===== config.mk =====
export PLATFORM = sky130hd
export DESIGN_NAME = preproc_seq_ctrl
export DESIGN_NICKNAME = d
export VERILOG_FILES = /design/src/rtl/preproc_pkg.sv /design/src/rtl/preproc_wdt.sv /design/src/rtl/preproc_seq_ctrl.sv
export SDC_FILE = /design/constraint.sdc
export NUM_CORES = 1
export LEC_CHECK = 0
export CAP_MARGIN = 10
export CORE_MARGIN = 4
export CORE_UTILIZATION = 40
export CTS_BUF_LIST = sky130_fd_sc_hd__clkbuf_16
export CTS_CLUSTER_DIAMETER = 40
export CTS_CLUSTER_SIZE = 20
export DETAILED_ROUTE_END_ITERATION = 8
export PLACE_DENSITY_LB_ADDON = 0.12
export SYNTH_ARGS = -nofsm -noshare
export SYNTH_HDL_FRONTEND = slang
export SYNTH_SLANG_ARGS = --single-unit
export TNS_END_PERCENT = 100

===== constraint.sdc =====
create_clock -name clk -period 4.2 [get_ports clk]
set_clock_uncertainty 0.15 [all_clocks]
set_input_delay 0.84 -clock clk [delete_from_list [all_inputs] [get_ports clk]]
set_output_delay 0.84 -clock clk [all_outputs]
set_load 0.01 [all_outputs]

===== src/rtl/preproc_pkg.sv =====
// rtl/preproc_pkg.sv - shared types and constants for the preprocessing sequencer
package preproc_pkg;

  typedef enum logic [1:0] {
    IDLE = 2'd0,
    RUN  = 2'd1,
    DONE = 2'd2,
    ERR  = 2'd3
  } state_t;

  localparam int MAX_STAGES = 16;
  localparam int STG_W      = 4;

endpackage


===== src/rtl/preproc_wdt.sv =====
// rtl/preproc_wdt.sv - per-stage stall counter with clear/enable and timeout flag
module preproc_wdt #(
  parameter int TIMEOUT_CYC = 1_000_000
) (
  input  logic clk,
  input  logic rst_n,
  input  logic clr,
  input  logic en,
  output logic timeout
);

  localparam int CNT_W = (TIMEOUT_CYC > 1) ? $clog2(TIMEOUT_CYC) : 1;
  localparam logic [CNT_W-1:0] LIMIT = CNT_W'(TIMEOUT_CYC - 1);

  logic [CNT_W-1:0] cnt;

  // Count RUN cycles spent in the current stage; holds at the limit so it never wraps.
  always_ff @(posedge clk or negedge rst_n) begin
    if (!rst_n) begin
      cnt <= '0;
    end else if (clr) begin
      cnt <= '0;
    end else if (en && (cnt != LIMIT)) begin
      cnt <= cnt + 1'b1;
    end
  end

  assign timeout = en && (cnt == LIMIT);

endmodule


===== src/rtl/preproc_seq_ctrl.sv =====
// rtl/preproc_seq_ctrl.sv - configurable stage sequencer; optional stall watchdog via PREPROC_WDT_EN
module preproc_seq_ctrl
  import preproc_pkg::*;
#(
  parameter int NUM_STAGES  = 3,
  parameter int TIMEOUT_CYC = 1_000_000
) (
  input  logic                  clk,
  input  logic                  rst_n,
  input  logic                  start,
  input  logic                  cont,
  input  logic                  abort,
  input  logic [NUM_STAGES-1:0] stage_done,
  output logic [NUM_STAGES-1:0] stage_en,
  output logic [NUM_STAGES-2:0] buf_en,
  output logic [NUM_STAGES-2:0] buf_rw,
  output logic [3:0]            cur_stage,
  output logic                  busy,
  output logic                  frame_done,
  output logic                  err
);

  localparam logic [STG_W-1:0] LAST_STG = STG_W'(NUM_STAGES - 1);

  state_t            state, state_n;
  logic [STG_W-1:0]  stg, stg_n;
  logic [MAX_STAGES-1:0] done_pad;
  logic              adv;
  logic              timeout;

  logic [NUM_STAGES-1:0] stage_en_n;
  logic [NUM_STAGES-2:0] buf_en_n;
  logic [NUM_STAGES-2:0] buf_rw_n;
  logic [3:0]            cur_stage_n;

  // Widen stage_done so any stage index selects a bit without a range overflow.
  assign done_pad = MAX_STAGES'(stage_done);
  assign adv      = (state == RUN) && done_pad[stg];

`ifdef PREPROC_WDT_EN
  preproc_wdt #(
    .TIMEOUT_CYC(TIMEOUT_CYC)
  ) u_wdt (
    .clk     (clk),
    .rst_n   (rst_n),
    .clr     ((state != RUN) || adv || abort),
    .en      (state == RUN),
    .timeout (timeout)
  );
`else
  wire unused_timeout_cfg = (TIMEOUT_CYC > 0);
  assign timeout = 1'b0;
`endif

  // Next-state and stage-index selection; abort overrides every other event.
  always_comb begin
    state_n = state;
    stg_n   = stg;
    case (state)
      IDLE: begin
        if (start) begin
          state_n = RUN;
          stg_n   = '0;
        end
      end
      RUN: begin
        if (adv) begin
          if (stg == LAST_STG) begin
            state_n = DONE;
            stg_n   = '0;
          end else begin
            stg_n = stg + 1'b1;
          end
        end else if (timeout) begin
          state_n = ERR;
        end
      end
      DONE: begin
        state_n = cont ? RUN : IDLE;
        stg_n   = '0;
      end
`ifdef PREPROC_WDT_EN
      ERR: begin
        if (start) begin
          state_n = RUN;
          stg_n   = '0;
        end
      end
`endif
      default: begin
        state_n = IDLE;
        stg_n   = '0;
      end
    endcase
    if (abort) begin
      state_n = IDLE;
      stg_n   = '0;
    end
  end

  // Decode the upcoming state into output values so outputs register alongside it.
  always_comb begin
    stage_en_n  = '0;
    buf_en_n    = '0;
    buf_rw_n    = '0;
    cur_stage_n = '0;
    if (state_n == RUN) begin
      stage_en_n = NUM_STAGES'(1) << stg_n;
      for (int i = 0; i < NUM_STAGES - 1; i++) begin
        if (STG_W'(i) == stg_n) begin
          buf_en_n[i] = 1'b1;
          buf_rw_n[i] = 1'b1;
        end
        if (STG_W'(i + 1) == stg_n) begin
          buf_en_n[i] = 1'b1;
        end
      end
    end
    if ((state_n == RUN) || (state_n == ERR)) begin
      cur_stage_n = stg_n;
    end
  end

  // Sequencer state and registered outputs; reset clears everything at once.
  always_ff @(posedge clk or negedge rst_n) begin
    if (!rst_n) begin
      state      <= IDLE;
      stg        <= '0;
      stage_en   <= '0;
      buf_en     <= '0;
      buf_rw     <= '0;
      cur_stage  <= '0;
      busy       <= 1'b0;
      frame_done <= 1'b0;
      err        <= 1'b0;
    end else begin
      state      <= state_n;
      stg        <= stg_n;
      stage_en   <= stage_en_n;
      buf_en     <= buf_en_n;
      buf_rw     <= buf_rw_n;
      cur_stage  <= cur_stage_n;
      busy       <= (state_n == RUN);
      frame_done <= (state_n == DONE);
      err        <= (state_n == ERR);
    end
  end

endmodule


[Yosys cells after proc, flatten, opt, wreduce, memory -nomap -nowiden]
Cells that the tools add are included.
Word-level totals
  flip-flop bits (word level): 20
  input port bits: 8
  output and inout port bits: 14
  word-level logic and storage cells: 45
Operators by class
  $add $sub $neg: 1
  order comparisons: 1
  equal/unequal tests: 8
  shifts and indexed selects: 1
  mux-type cells: 21
  reduce and logical (&&, ||, !) cells: 4
Operators with widths (number)
  $mux W4: 5
  $mux W2: 6
  $pmux W4 S2: 1
  $eq A2 B2 Y1 const B: 3
  $mux W1: 6
  $pmux W2 S3: 1
  $lt A4 B5 Y1 const B: 1
  $add A4 B1 Y4 const B: 1
  $bmux W1 S4: 1
  $eq A1 B4 Y1 const A: 1
  $eq A2 B1 Y1 const B: 2
  $eq A2 B4 Y1 const A: 1
  $eq A4 B2 Y1 const B: 1
  $logic_not A4 Y1: 1
  $shl A1 B4 Y3 const A: 1
  $mux W3: 1
  $logic_not A2 Y1: 1
  $logic_and A1 B1 Y1: 1
  $logic_or A1 B1 Y1: 1

[Longest topological paths before layout]
  word-level depth: 10
  mapped depth: 7
  depth with buffers taken out: 7

[Least setup slack after synthesis]
No wires, ideal clock.
  kind: input to register
  start point: input port stage_done[0]
  end point: register stage_en[1]
  setup time: 121 ps
  arrival time: 1910 ps
  data required time: 3929 ps
  path slack: 2019 ps
  stages on the path: 5
  buffers on the path: 0
  cell sequence: or3_4 > o2111a_2 > a32oi_1 > a21oi_4 > and4bb_1
On the way
  cells in the longest elaborated chain, start to end: 8
  elaborated cells on any way between the ends: 12
  classes of those cells: eq/ne: 1; shift: 1; mux: 9; reduce/logical: 1
RTL lines
  start: declaration: line preproc_seq_ctrl.sv:13  | input logic [NUM_STAGES-1:0] stage_done,
  $bmux W1 S4: line preproc_seq_ctrl.sv:38  | assign adv = (state == RUN) && done_pad[stg];
  $mux W1 (not written as such): line preproc_seq_ctrl.sv:38
  $logic_and A1 B1 Y1: line preproc_seq_ctrl.sv:38
  $mux W4: line preproc_seq_ctrl.sv:67  | if (adv) begin
  $pmux W4 S2: line preproc_seq_ctrl.sv:59  | case (state)
  $mux W4: line preproc_seq_ctrl.sv:95  | if (abort) begin
  named net stg_n[0]: line preproc_seq_ctrl.sv:26  | logic [STG_W-1:0] stg, stg_n;
  $shl A1 B4 Y3: line preproc_seq_ctrl.sv:108  | stage_en_n = NUM_STAGES'(1) << stg_n;
  $mux W3: line preproc_seq_ctrl.sv:107  | if (state_n == RUN) begin
  named net stage_en_n[1]: line preproc_seq_ctrl.sv:31  | logic [NUM_STAGES-1:0] stage_en_n;
  end signal: assignment: line preproc_seq_ctrl.sv:139  | stage_en <= stage_en_n;
  end: declaration: line preproc_seq_ctrl.sv:14  | output logic [NUM_STAGES-1:0] stage_en,
The timed path passes the listed nets, and every way through them passes these cells. The select of a mux whose other input is x is not followed.

[Final worst setup path]
  start point: input port stage_done[0]
  end point: register buf_rw[1]
On the way
  elaborated cells on any way between the ends: 13
  classes of those cells: eq/ne: 2; mux: 10; reduce/logical: 1
RTL lines
  $bmux W1 S4: line preproc_seq_ctrl.sv:38
  $mux W1 (not written as such): line preproc_seq_ctrl.sv:38
  $logic_and A1 B1 Y1: line preproc_seq_ctrl.sv:38
  $mux W2: line preproc_seq_ctrl.sv:67
  $pmux W2 S3: line preproc_seq_ctrl.sv:59
  $mux W2: line preproc_seq_ctrl.sv:95
  named net state_n[0]: line preproc_seq_ctrl.sv:25  | state_t state, state_n;
  $eq A2 B1 Y1: line preproc_seq_ctrl.sv:107
  $mux W2: line preproc_seq_ctrl.sv:107
  named net buf_rw_n[1]: line preproc_seq_ctrl.sv:33  | logic [NUM_STAGES-2:0] buf_rw_n;
  end signal: assignment: line preproc_seq_ctrl.sv:141  | buf_rw <= buf_rw_n;
  end: declaration: line preproc_seq_ctrl.sv:16  | output logic [NUM_STAGES-2:0] buf_rw,
The timed path passes the listed nets, and every way through them passes these cells. The select of a mux whose other input is x is not followed.

==> insert_results.sql <==
INSERT INTO impl_metrics (metric_group, metric, value, unit) VALUES
('status', 'status', 'completed', ''),
('route', 'vias_per_cell', '5.16', ''),
('worst_setup_path', 'startpoint_class_of_the_critical_path', 'primary input', ''),
('placement', 'dp_worst_setup_slack', '1.47', 'ns'),
('sta', 'fin_tns_setup', '0', 'ns'),
('floorplan', 'die-width', '55.5', 'um'),
('sta', 'final-hold-violation-count', '0', ''),
('clocking', 'cts-resized-gates', '0', ''),
('synth', 'yosys_top_cell_by_area', 'sky130_fd_sc_hd__dfrtp_1', ''),
('sta', 'grt_setup_unrepaired', 'false', ''),
('worst_setup_path', 'reg2reg_from', 'stg[1]$_DFF_PN0_', ''),
('min_path', 'min_from', 'stg[2]$_DFF_PN0_', ''),
('synth', 'synth-compound-area-share', '14.8', '%'),
('power_and_ir_drop', 'power_leakage', '0.528', 'nW'),
('worst_setup_path', 'timing.critical_path.to_type', 'flip-flop', ''),
('floorplan', 'die_h', '55.5', 'um'),
('flow_run', 'count_of_max_cap_constraint_violations', '0', ''),
('sta', 'timing.final.max_slew_violations', '0', ''),
('clocking', 'insertion_delay_of_the_later_clocked_pin_in_the_worst_skew_pair', '0.25', 'ns'),
('sta', 'min_setup_slack_post_route', '1.75', 'ns'),
('synth', 'main_combinational_cell_family_by_area_after_synthesis', 'simple AND/OR/NAND/NOR gates', ''),
('route', 'postRouteWirelength', '1.65', 'mm'),
('synth', 'synth_simple_gate_area_share', '22.0', '%'),
('route', 'drt_drc_violations_left', '0', ''),
('worst_setup_path', 'timing.setup.critical_path_class', 'in2reg', ''),
('synth', 'yosysWarnings', '0', ''),
('synth', 'netlist_top_cells_count', 'sky130_fd_sc_hd__dfrtp_1 (20), sky130_fd_sc_hd__nand2_1 (7), sky130_fd_sc_hd__nor2_1 (7), sky130_fd_sc_hd__inv_1 (6), sky130_fd_sc_hd__nor3_1 (4)', ''),
('worst_setup_path', 'timing.reg2reg.worst_path_depth', '6', ''),
('worst_setup_path', 'arrival', '2.45', 'ns'),
('worst_setup_path', 'worst_setup_path_startpoint', 'stage_done[0]', ''),
('synth', 'synth_top_cell_area_share', '55.4', '%'),
('placement', 'dp_cells', '124', ''),
('global_routing', 'antenna_found_initial', '0', ''),
('synth', 'yosys.cell_count.top_type', 'sky130_fd_sc_hd__dfrtp_1', ''),
('clocking', 'cts_hold_buffers', '0', ''),
('clocking', 'post_cts.repair.setup_buffers', '0', ''),
('route', 'vias', '660', ''),
('clocking', 'cts.root.buffer_cell', 'sky130_fd_sc_hd__clkbuf_16', ''),
('route', 'wire_per_inst', '12.9', 'um'),
('synth', 'sequential_share_of_the_synthesized_area', '55.4', '%'),
('clocking', 'max-clock-path-buffers', '2', ''),
('min_path', 'min-delay-path-class', 'reg2reg', ''),
('floorplan', 'coreArea', '2060', 'sq um'),
('clocking', 'cts.htree.levels', '1', ''),
('global_routing', 'overall_global_routing_usage', '12.2', '%'),
('synth', 'synth.top_cells.by_area', 'sky130_fd_sc_hd__dfrtp_1 (55%), sky130_fd_sc_hd__o2111ai_2 (3.3%), sky130_fd_sc_hd__nand2_1 (2.9%), sky130_fd_sc_hd__nor2_1 (2.9%), sky130_fd_sc_hd__ha_1 (2.8%)', ''),
('floorplan', 'top_level_ports', '22', ''),
('synth', 'synth.lib_cells_used.distinct', '31', ''),
('sta', 'timing.slew.headroom', '40.9', '%'),
('placement', 'place.detailed.hpwl', '1.19', 'mm'),
('sta', 'layout_worst_path_cycle_share', '58.4', '%'),
('floorplan', 'fp-row-count', '16', ''),
('worst_setup_path', 'path_max_fanout', '7', ''),
('synth', 'postSynthRegisterBits', '20', ''),
('layout', 'antenna-diode-count', '0', ''),
('global_routing', 'gr-total-overflow', '0', ''),
('route', 'antenna_left', '0', ''),
('sta', 'worst-slew-pin-transition', '0.884', 'ns'),
('clocking', 'tritoncts', 'done', ''),
('worst_setup_path', 'critical_path_required', '4.20', 'ns'),
('placement', 'port_buffers', '21', ''),
('sta', 'achievable_freq', '408', 'MHz'),
('layout', 'fin_cells', '128', ''),
('synth', 'synth.avg_cell_area', '11.9', 'sq um'),
('layout', 'final_layout_size_suffix_gt1_share', '13.9', '%'),
('worst_setup_path', 'ff2ff_setup_slack', '2.24', 'ns'),
('power_and_ir_drop', 'cellPowerDensity', '376', 'nW/um^2'),
('floorplan', 'die_area', '3080', 'sq um'),
('synth', 'synth_mux_area_share', '1.11', '%'),
('synth', 'synth-xor-area-share', '0.970', '%'),
('synth', 'synth_edf_count', '0', '');
-- layout make-up --
cell class,count,area [sq um]
tap,27,33.8
timing repair buffer,21,210
clock inverter,1,3.75
inverter,6,22.5
multi-input combinational,50,380
fill,172,836
clock buffer,3,75.1
sequential,20,500
-- cells in the final DEF, fill, tap and decap left out, types with 2 or more instances in the layout --
| master | instances |
|---|---|
| sky130_fd_sc_hd__nor3_1 | 4 |
| sky130_fd_sc_hd__ha_1 | 2 |
| sky130_fd_sc_hd__clkbuf_16 | 3 |
| sky130_fd_sc_hd__o21ai_2 | 2 |
| sky130_fd_sc_hd__o2111ai_2 | 2 |
| sky130_fd_sc_hd__nand3_1 | 2 |
| sky130_fd_sc_hd__nor2b_1 | 2 |
| sky130_fd_sc_hd__dfrtp_1 | 20 |
| sky130_fd_sc_hd__and2_1 | 2 |
| sky130_fd_sc_hd__nor2_1 | 7 |
| sky130_fd_sc_hd__clkdlybuf4s50_1 | 21 |
| sky130_fd_sc_hd__inv_1 | 6 |
| sky130_fd_sc_hd__nand2_1 | 7 |
-- logic make-up after synthesis --
logic type,count (synthesis)
AND/OR/NAND/NOR,33
flip-flops,20
AO/OA/AOI/OAI,12
buffers and inverters,6
adder cells (fa/ha/maj),2
other,1
XOR/XNOR,1
multiplexers,1
-- how the worst max path moves through the flow --
| stage | end |
|---|---|
| floorplan | stage_en[1]$_DFF_PN0_ |
| global placement | buf_rw[1]$_DFF_PN0_ |
| detailed placement | buf_rw[1]$_DFF_PN0_ |
| CTS | buf_rw[1]$_DFF_PN0_ |
| global route | buf_rw[1]$_DFF_PN0_ |
| finish | buf_rw[1]$_DFF_PN0_ |
-- worst max-delay path, stage by stage --
cell                              delay [ns]
sky130_fd_sc_hd__clkdlybuf4s50_1        0.39
sky130_fd_sc_hd__or3_4                  0.37
sky130_fd_sc_hd__o2111ai_2              0.12
sky130_fd_sc_hd__o21ai_2                0.13
sky130_fd_sc_hd__o31ai_4                0.10
sky130_fd_sc_hd__nand4_4                0.17
sky130_fd_sc_hd__nor4bb_1               0.31
-- metal layers --
layer	vias to the layer above	wire, um	global-route usage (%)
met5	-	0	0
met4	0	25	6.25
met3	4	109	4.20
met2	18	785	18.6
met1	317	733	15.1
li1	321	-	-
-- flip-flops by register name, summed over array words and instances, names as in the netlist --
signal and cells:
cur_stage 4, state 2, busy 1, buf_en 2
err 1, stg 4, stage_en 3, frame_done 1
buf_rw 2
-- where the power goes --
part           switching [mW]  internal [mW]
registers             0.00558          0.201
logic                  0.0306         0.0294
clock network          0.0673          0.127
total                   0.104          0.357
-- stage by stage --
stage,power (mW),area [sq um],utilization (%)
after floorplan,0.241,903,-
after global placement,0.270,1150,55.6
after detailed placement,0.270,1150,55.6
after CTS,0.465,1230,59.5
after global routing,0.484,1230,59.5
final,0.460,1230,59.5
No activity file was read; power rests on OpenSTA's default activity.
